**src/rtl/neopixel_strand_controller_param.sv**
```systemverilog
// Purpose: WS2812-class strand driver; per-pixel GRB storage serialised MSB-first on a flopped neo_data pin.
// Latency: neo_data rises one cycle after send_it is accepted; frame ends with RESET_CYCLES of low latch time.
// Backpressure: ready_to_send only in IDLE (busy sends dropped); ready_to_load gated to IDLE/LATCH unless NEO_SHADOW_BUFFER_EN.
module neopixel_strand_controller_param #(
    parameter int NUM_PIXELS   = 8,
    parameter int T1H          = 35,
    parameter int T1L          = 30,
    parameter int T0H          = 18,
    parameter int T0L          = 40,
    parameter int RESET_CYCLES = 2500
) (
    input  logic                                                clock,
    input  logic                                                reset,
    input  logic [7:0]                                          color_level,
    input  logic [1:0]                                          color_index,
    input  logic [((NUM_PIXELS > 1) ? $clog2(NUM_PIXELS) : 1)-1:0] pixel_index,
    input  logic                                                load_color,
    input  logic                                                send_it,
    output logic                                                neo_data,
    output logic                                                ready_to_load,
    output logic                                                ready_to_send
);

    localparam int PIX_W   = (NUM_PIXELS > 1) ? $clog2(NUM_PIXELS) : 1;
    localparam int BW      = $clog2(24 * NUM_PIXELS);
    localparam int MAX_1   = T1H + T1L;
    localparam int MAX_0   = T0H + T0L;
    localparam int MAX_B   = (MAX_1 > MAX_0) ? MAX_1 : MAX_0;
    localparam int CYC_MAX = (MAX_B > RESET_CYCLES) ? MAX_B : RESET_CYCLES;
    localparam int CW      = $clog2(CYC_MAX + 1);

    localparam logic [CW-1:0] T1H_END  = CW'(T1H - 1);
    localparam logic [CW-1:0] T1L_END  = CW'(T1L - 1);
    localparam logic [CW-1:0] T0H_END  = CW'(T0H - 1);
    localparam logic [CW-1:0] T0L_END  = CW'(T0L - 1);
    localparam logic [CW-1:0] RST_END  = CW'(RESET_CYCLES - 1);
    localparam logic [BW-1:0] LAST_BIT = BW'(24 * NUM_PIXELS - 1);

`ifdef NEO_SHADOW_BUFFER_EN
    localparam logic LOAD_IN_FRAME = 1'b1;
`else
    localparam logic LOAD_IN_FRAME = 1'b0;
`endif

    typedef enum logic [1:0] {ST_IDLE, ST_HIGH, ST_LOW, ST_LATCH} state_t;

    state_t          state;
    logic [CW-1:0]   cyc_cnt;
    logic [BW-1:0]   bit_cnt;
    logic [PIX_W-1:0] pix_cnt;
    logic [4:0]      sub_cnt;

    // Transmitted frame buffer
    logic [7:0] red_q [NUM_PIXELS];
    logic [7:0] grn_q [NUM_PIXELS];
    logic [7:0] blu_q [NUM_PIXELS];

    logic        load_acc;
    logic        send_acc;
    logic [23:0] cur_word;
    logic        cur_bit;
    logic [CW-1:0] hi_end;
    logic [CW-1:0] lo_end;

    assign load_acc = load_color & ready_to_load;
`ifdef NEO_SHADOW_BUFFER_EN
    // Loads and sends coexist: the copy takes the pre-load shadow
    assign send_acc = send_it & ready_to_send;
`else
    // A simultaneous load wins and the send is dropped
    assign send_acc = send_it & ready_to_send & ~load_color;
`endif

    // Select the bit on the wire: GRB order, MSB first within the pixel
    always_comb begin
        cur_word = {grn_q[pix_cnt], red_q[pix_cnt], blu_q[pix_cnt]};
        cur_bit  = cur_word[5'd23 - sub_cnt];
        hi_end   = cur_bit ? T1H_END : T0H_END;
        lo_end   = cur_bit ? T1L_END : T0L_END;
    end

`ifdef NEO_SHADOW_BUFFER_EN
    logic [7:0] red_sh [NUM_PIXELS];
    logic [7:0] grn_sh [NUM_PIXELS];
    logic [7:0] blu_sh [NUM_PIXELS];

    // Loads land in the shadow; the active buffer is refreshed only when a frame starts
    always_ff @(posedge clock or negedge reset) begin
        if (!reset) begin
            for (int p = 0; p < NUM_PIXELS; p++) begin
                red_sh[p] <= 8'h00;
                grn_sh[p] <= 8'h00;
                blu_sh[p] <= 8'h00;
                red_q[p]  <= 8'h00;
                grn_q[p]  <= 8'h00;
                blu_q[p]  <= 8'h00;
            end
        end else begin
            for (int p = 0; p < NUM_PIXELS; p++) begin
                if (send_acc) begin
                    red_q[p] <= red_sh[p];
                    grn_q[p] <= grn_sh[p];
                    blu_q[p] <= blu_sh[p];
                end
                if (load_acc && pixel_index == PIX_W'(p)) begin
                    case (color_index)
                        2'd0:    red_sh[p] <= color_level;
                        2'd1:    blu_sh[p] <= color_level;
                        2'd2:    grn_sh[p] <= color_level;
                        default: ;
                    endcase
                end
            end
        end
    end
`else
    // Single buffer written directly; out-of-range pixel indices match no entry
    always_ff @(posedge clock or negedge reset) begin
        if (!reset) begin
            for (int p = 0; p < NUM_PIXELS; p++) begin
                red_q[p] <= 8'h00;
                grn_q[p] <= 8'h00;
                blu_q[p] <= 8'h00;
            end
        end else begin
            for (int p = 0; p < NUM_PIXELS; p++) begin
                if (load_acc && pixel_index == PIX_W'(p)) begin
                    case (color_index)
                        2'd0:    red_q[p] <= color_level;
                        2'd1:    blu_q[p] <= color_level;
                        2'd2:    grn_q[p] <= color_level;
                        default: ;
                    endcase
                end
            end
        end
    end
`endif

    // Bit-timing FSM; neo_data follows the HIGH state one cycle later from a flop
    always_ff @(posedge clock or negedge reset) begin
        if (!reset) begin
            state         <= ST_IDLE;
            cyc_cnt       <= '0;
            bit_cnt       <= '0;
            pix_cnt       <= '0;
            sub_cnt       <= '0;
            neo_data      <= 1'b0;
            ready_to_send <= 1'b1;
            ready_to_load <= 1'b1;
        end else begin
            neo_data <= (state == ST_HIGH);
            case (state)
                ST_IDLE: begin
                    if (send_acc) begin
                        state         <= ST_HIGH;
                        cyc_cnt       <= '0;
                        bit_cnt       <= '0;
                        pix_cnt       <= '0;
                        sub_cnt       <= '0;
                        ready_to_send <= 1'b0;
                        ready_to_load <= LOAD_IN_FRAME;
                    end
                end
                ST_HIGH: begin
                    if (cyc_cnt == hi_end) begin
                        state   <= ST_LOW;
                        cyc_cnt <= '0;
                    end else begin
                        cyc_cnt <= cyc_cnt + 1'b1;
                    end
                end
                ST_LOW: begin
                    if (cyc_cnt == lo_end) begin
                        cyc_cnt <= '0;
                        if (bit_cnt == LAST_BIT) begin
                            state         <= ST_LATCH;
                            ready_to_load <= 1'b1;
                        end else begin
                            state   <= ST_HIGH;
                            bit_cnt <= bit_cnt + 1'b1;
                            if (sub_cnt == 5'd23) begin
                                sub_cnt <= '0;
                                pix_cnt <= pix_cnt + 1'b1;
                            end else begin
                                sub_cnt <= sub_cnt + 1'b1;
                            end
                        end
                    end else begin
                        cyc_cnt <= cyc_cnt + 1'b1;
                    end
                end
                default: begin
                    if (cyc_cnt == RST_END) begin
                        state         <= ST_IDLE;
                        cyc_cnt       <= '0;
                        ready_to_send <= 1'b1;
                    end else begin
                        cyc_cnt <= cyc_cnt + 1'b1;
                    end
                end
            endcase
        end
    end

endmodule

```
**config.mk**
```make
export PLATFORM = sky130hd
export DESIGN_NAME = neopixel_strand_controller_param
export DESIGN_NICKNAME = d
export VERILOG_FILES = /design/src/rtl/neopixel_strand_controller_param.sv
export SDC_FILE = /design/constraint.sdc
export NUM_CORES = 1
export LEC_CHECK = 0
export CAP_MARGIN = 15
export CORE_ASPECT_RATIO = 0.5
export CORE_MARGIN = 3
export CORE_UTILIZATION = 45
export CTS_BUF_LIST = sky130_fd_sc_hd__clkbuf_16
export CTS_CLUSTER_DIAMETER = 80
export DETAILED_ROUTE_END_ITERATION = 10
export GPL_TIMING_DRIVEN = 0
export PLACE_DENSITY_LB_ADDON = 0.08
export SLEW_MARGIN = 0
export SYNTH_ARGS = -nofsm -noshare
export SYNTH_HDL_FRONTEND = slang
export SYNTH_SLANG_ARGS = --single-unit
```
**constraint.sdc**
```tcl
create_clock -name clock -period 4.9 [get_ports clock]
set_input_delay 0.98 -clock clock [delete_from_list [all_inputs] [get_ports clock]]
set_output_delay 0.98 -clock clock [all_outputs]
set_load 0.03 [all_outputs]
```
Word-level counts from Yosys, hierarchy flattened
Index checks and enable logic that the tools add are counted.

word-level totals
  register bits = 225
  bits in latches = 0
  memory bits (writable) = 0
  ROM bits = 0
  bits of input ports = 17
  output and inout bits = 3
  word-level logic and storage cells = 155
  memories = 0

operators by class
  $add $sub $neg = 5
  $mul = 0
  div/mod/pow operators = 0
  magnitude comparators = 2
  equality and inequality tests = 22
  shifts and indexed selects = 0
  muxes and demuxes = 44
  bitwise logic cells = 6
  reduce and logical (&&, ||, !) cells = 44

operator list
  operator                                             count
  binary-select mux 8 bit (select 3 bit)               3
  two-way mux 8 bit                                    9
  two-way mux 12 bit                                   4
  AND reduction 2 bit                                  24
  case mux 12 bit (3 select lines)                     1
  == test 12 x 6 -> 1 bit                              2
  two-way mux 5 bit                                    4
  case mux 8 bit (2 select lines)                      1
  adder 12 x 1 -> 12 bit (second input constant)       1
  == test 12 bit (second input constant)               1
  == test 3 bit (second input constant)                4
  two-way mux 3 bit                                    4
  two-way mux 6 bit                                    2
  AND reduction 4 bit                                  3
  two-way mux 2 bit                                    5
  inequality test 2 bit (second input constant)        5
  case mux 5 bit (2 select lines)                      1
  adder 8 x 1 -> 8 bit (second input constant)         1
  == test 8 bit (second input constant)                1
  logical AND 1 bit                                    8
  == test 3 x 2 -> 1 bit (second input constant)       2
  < comparator 5 x 6 -> 1 bit (second input constant)  1
  case mux 2 bit (3 select lines)                      1
  case mux 3 bit (2 select lines)                      1
  22 further kinds                                     34

Depth between registers and ports, before layout
Gate-level depths: netlist of the first run.

  depth after elaboration = 10
  gate-level depth with buffers = 15
  gate-level depth less buffers = 10

Worst setup path after synthesis of the first run
No wires, ideal clock.

  kind = register -> register
  from = register pix_cnt[0]
  to = register state[0]
  library setup time = 0.118 ns
  arrival time = 3.323 ns
  data required time = 4.782 ns
  path slack = 1.459 ns
  cell stages (with the launch flop) = 13
  path buffers = 3
  clock period less this slack = 3.441 ns
  path through = dfrtp_1 buf_6 buf_6 buf_2 mux4_2 mux2i_1 nor2_1 a2111oi_1 a21oi_1 a21oi_4 mux2_2 or3_1 a21o_1

between the ends
  longest elaborated chain between the ends = 10
  elaborated cells on any way between the ends = 19
  those cells by class = eq/ne: 4; mux: 13; bitwise: 1; reduce/logical: 1

ends and longest elaborated chain
  what                                                                               RTL line  text
  from (decl)                                                                        50        logic [PIX_W-1:0] pix_cnt;
  from (signal assigned)                                                             184       pix_cnt <= pix_cnt + 1'b1;
  inverter 3 -> 4 bit (not written as such) *                                        76        cur_word = {grn_q[pix_cnt], red_q[pix_cnt], blu_q[pix_cnt]};
  binary-select mux 8 bit (select 3 bit)                                             76
  two-way mux 8 bit (not written as such) (2 in a row)                               76
  binary-select mux 1 bit (select 5 bit) *                                           77        cur_bit = cur_word[5'd23 - sub_cnt];
  two-way mux 1 bit (not written as such) *                                          77
  two-way mux 6 bit, on equally long branches                                        78, 79
  == test 12 x 6 -> 1 bit, on equally long branches                                  166, 174
  inequality test 2 x 1 -> 1 bit (no line) or inequality test 2 bit (tied branches)  --
  AND reduction 4 bit (no line) *                                                    --
  to (signal assigned)                                                               167       state <= ST_LOW;
  to (signal assigned)                                                               177       state <= ST_LATCH;
  to (signal assigned)                                                               180       state <= ST_HIGH;
  to (decl)                                                                          47        state_t state;

Mark *: on every way between the ends. The rest lies on a longest branch, timed or not. The select of a mux whose other input is x is not followed.
A chain may end at the register's enable or synchronous reset.

Worst setup path in the final report of the first run
  from = register pix_cnt[1]
  to = register state[0]

Same word-level chain as after synthesis.

==> flow_summary_export.csv, run 1 <==
group,metric,value,unit
hold_path,hold_path_class,"primary input to asynchronous set/reset pin",
logic_synthesis,syn_inst,816,
clock_network,clk-insertion-delay-late,540,ps
critical_path,crit_path_start,"pix_cnt[1]",
critical_path,cp.arrival,4890,ps
job,drv_cap,0,
clock_network,clk_path_buf_depth,3,
layout,layout_commonest_cell,"dfrtp_1",
critical_path,cpPeakStageDelay,620,ps
logic_synthesis,syn_nets,842,
logic_synthesis,synth_edf_count,0,
timing,period_needed,4490,ps
layout,fin_nets,888,
layout,final_cell_mix,"dfrtp_1, mux2_2, nand2_1, nor2_1",
place,port_buffers,19,
global_routing,grt_pass1_wl,43700,µm
pwr,share_comb_of_total_power,27.1,%
detailed_routing,drtPass1Iterations,5,
detailed_routing,wire_per_inst,23.7,µm
critical_path,crit_cells,12,
die,core,23300,µm²
timing,drv_slew,0,
critical_path,rrSetupSlack,410,ps
critical_path,rr_startpoint,"pix_cnt[1]",
logic_synthesis,postSynth.asyncResetShare,100,%
pwr,p_sw,1.69,mW
layout,areaGrowthSynthToFinish,12.2,%
critical_path,reg2reg_to,"state[0]",
pwr,switching_share,33.7,%
global_routing,grt_overflow,0,
logic_synthesis,synthFlopType,"dfrtp_1",
pwr,p_per_area,409,nW/µm²
clock_network,htreeDepth,1,
die,die_h,116,µm
place,globalplace.congestion,0.877,
timing,finalClockSkew,34.4,ps
clock_network,post_cts_buffers,0,
logic_synthesis,ys_seq_area_share,51.5,%
die,die-area,26300,µm²
layout,drive_gt1_share,33.6,%
global_routing,grt_pass1_vias,7103,
timing,rsz0062_at_grt,"false",
critical_path,cp_top_family,"compound AO/OA/AOI/OAI gates",
detailed_routing,drc,0,
timing,finalSetupViolations,0,
critical_path,worstSetupEndpointType,"flip-flop",
clock_network,cts_tree,"done",
layout,diodes,0,
die,io_pins,20,
outcome,status,"complete, no violations",
clock_network,cts.sinks,225,
critical_path,crit_top_cell,"buf_2",
critical_path,slowest_stage,"a2111oi_1",
clock_network,ctsHoldBuffers,0,
logic_synthesis,synth.ff_latch_count,225,
critical_path,crit_fanout,10,
clock_network,clk_pin_slew,70,ps
logic_synthesis,yosys_warnings,0,
timing,hold_viol_final,0,
place,dp_hpwl,19400,µm
critical_path,worstSetupStartpointType,"flip-flop",
global_routing,grt_max_degree,94,
timing,worst_pin_slew,1070,ps
critical_path,cp_cell_sequence,"buf_2, buf_2, buf_2, mux4_2, mux2i_1, nor2_1, a2111oi_1, a21oi_1, a21oi_4, mux2_2, or3_1, a21o_1",
clock_network,cts_buffers,22,
logic_synthesis,yosysUniqueCellTypes,62,
detailed_routing,viasPerCell,6.02,
die,initial_core_util,46.9,%
detailed_routing,wirelength,28100,µm
timing,fmax,223,MHz
pwr,intPower,3.32,mW
critical_path,worst-setup-path-type,"flip-flop to flip-flop",
pwr,clkPwrFrac,33.3,%
logic_synthesis,synth_area,10900,µm²
die,num_rows,39,
timing,fin_crit_sh,91.6,%
detailed_routing,antenna_left,0,
clock_network,cts_root_buf,"clkbuf_16",
timing,setup_tns,0,ps
global_routing,grt_antenna_before_repair,1,
die,die_x,226,µm
critical_path,r2r_cells,12,
timing,hold_slack,343,ps
detailed_routing,initialDrtViolationCount,509,
clock_network,cts_resized,0,
logic_synthesis,syn_area_per_cell,13.4,µm²
pwr,p_leak,5.60,nW
timing,slew-limit-headroom,28.4,%
global_routing,grt_use_total,22.3,%
critical_path,required,5300,ps
pwr,power_frac_seq,39.5,%
critical_path,critical_path_buf_inv_count,3,
pwr,ir_drop,0.271,mV
detailed_routing,vias,7132,
[synthesized netlist by cell type, types with 9 or more instances]
library cell | count | share of area [%]
dfrtp_1 | 223 | 51
mux2_2 | 196 | 20
nand2_1 | 46 | 1.6
nor2_1 | 38 | 1.3
mux2i_1 | 37 | 3.4
mux4_2 | 37 | 7.6
clkbuf_1 | 30 | 1.0
nand3_1 | 19 | 0.87
a21oi_1 | 18 | 0.82
o21ai_0 | 14 | 0.64
nor2b_1 | 12 | 0.69
ha_1 | 9 | 1.0
inv_1 | 9 | 0.31
nand4_1 | 9 | 0.52
[worst reg2reg max path, delay by kind of cell (launching register included)]
family	cells	cell delay [ps]
flip-flops	1	360
AND/OR/NAND/NOR	2	510
buffers and inverters	3	1130
AO/OA/AOI/OAI	4	1380
multiplexers	3	1000
[cell type report]
class / instances / area [µm²]
Sequential cell: 225 / 5630
Clock buffer: 22 / 551
Tap cell: 307 / 384
Clock inverter: 18 / 143
Inverter: 9 / 33.8
Buffer: 45 / 213
Timing Repair Buffer: 22 / 255
Multi-Input combinational cell: 537 / 5050
Fill cell: 2039 / 11100
[registers in the layout, indices dropped and copies added (netlist names), 2 cells and up]
register,count
blu_q,64
grn_q,64
red_q,64
cyc_cnt,12
bit_cnt,8
sub_cnt,5
pix_cnt,3
state,2
[how the worst max path moves through the flow]
stage                 to  slack, ps
6_report        state[0]        410
5_1_grt         state[1]        360
4_1_cts         state[0]        490
3_5_place_dp    state[0]        540
3_3_place_gp   grn_q[14]      -6820
2_1_floorplan   state[0]       1460
[power by group through the flow]
| stage | clock (mW) | sequential [mW] | combinational, mW |
|---|---|---|---|
| global placement | 0 | 2.01 | 1.33 |
| floorplan | 0 | 2.01 | 0.904 |
| finish | 1.67 | 1.98 | 1.36 |
| CTS | 1.71 | 1.98 | 1.36 |
| global route | 1.80 | 1.99 | 1.48 |
| detailed placement | 0 | 2.01 | 1.36 |
[metrics by stage]
stage	instances	area, µm²	power, mW	setup WS (ps)	util (%)
2_1_floorplan	816	10900	2.91	1460	-
3_3_place_gp	1142	11500	3.35	-6820	49.3
3_5_place_dp	1144	11600	3.37	535	49.6
4_1_cts	1184	12300	5.06	485	52.5
5_1_grt	1185	12300	5.27	360	52.6
6_report	1185	12300	5.01	413	52.6
[layer usage]
layer  GRT usage, %  part of all wire [%]  up-vias
met4           3.95                   1.6        0
met3           5.10                   5.5       33
li1               -                     -     3124
met5              0                     0        -
met1           34.7                    50     3831
met2           32.2                    43      144
[cells by family (layout without fill, tap and decap cells)]
family	after synthesis	count (layout)	share of synthesized area, %
compound gates	77	77	4.93
xor+xnor	6	6	0.481
fa+ha+maj	9	9	1.03
buf+inv	54	116	2.26
flops	225	225	51.5
mux	272	272	31.7
simple gates	173	173	8.07
No activity file was read; power rests on OpenSTA's default activity.
==> run 2: changes to the inputs <==
HOLD_SLACK_MARGIN = 0.12   (was not set)
==> results of run 2 <==
The final DEF is identical to that of run 1; final timing and power are the same.
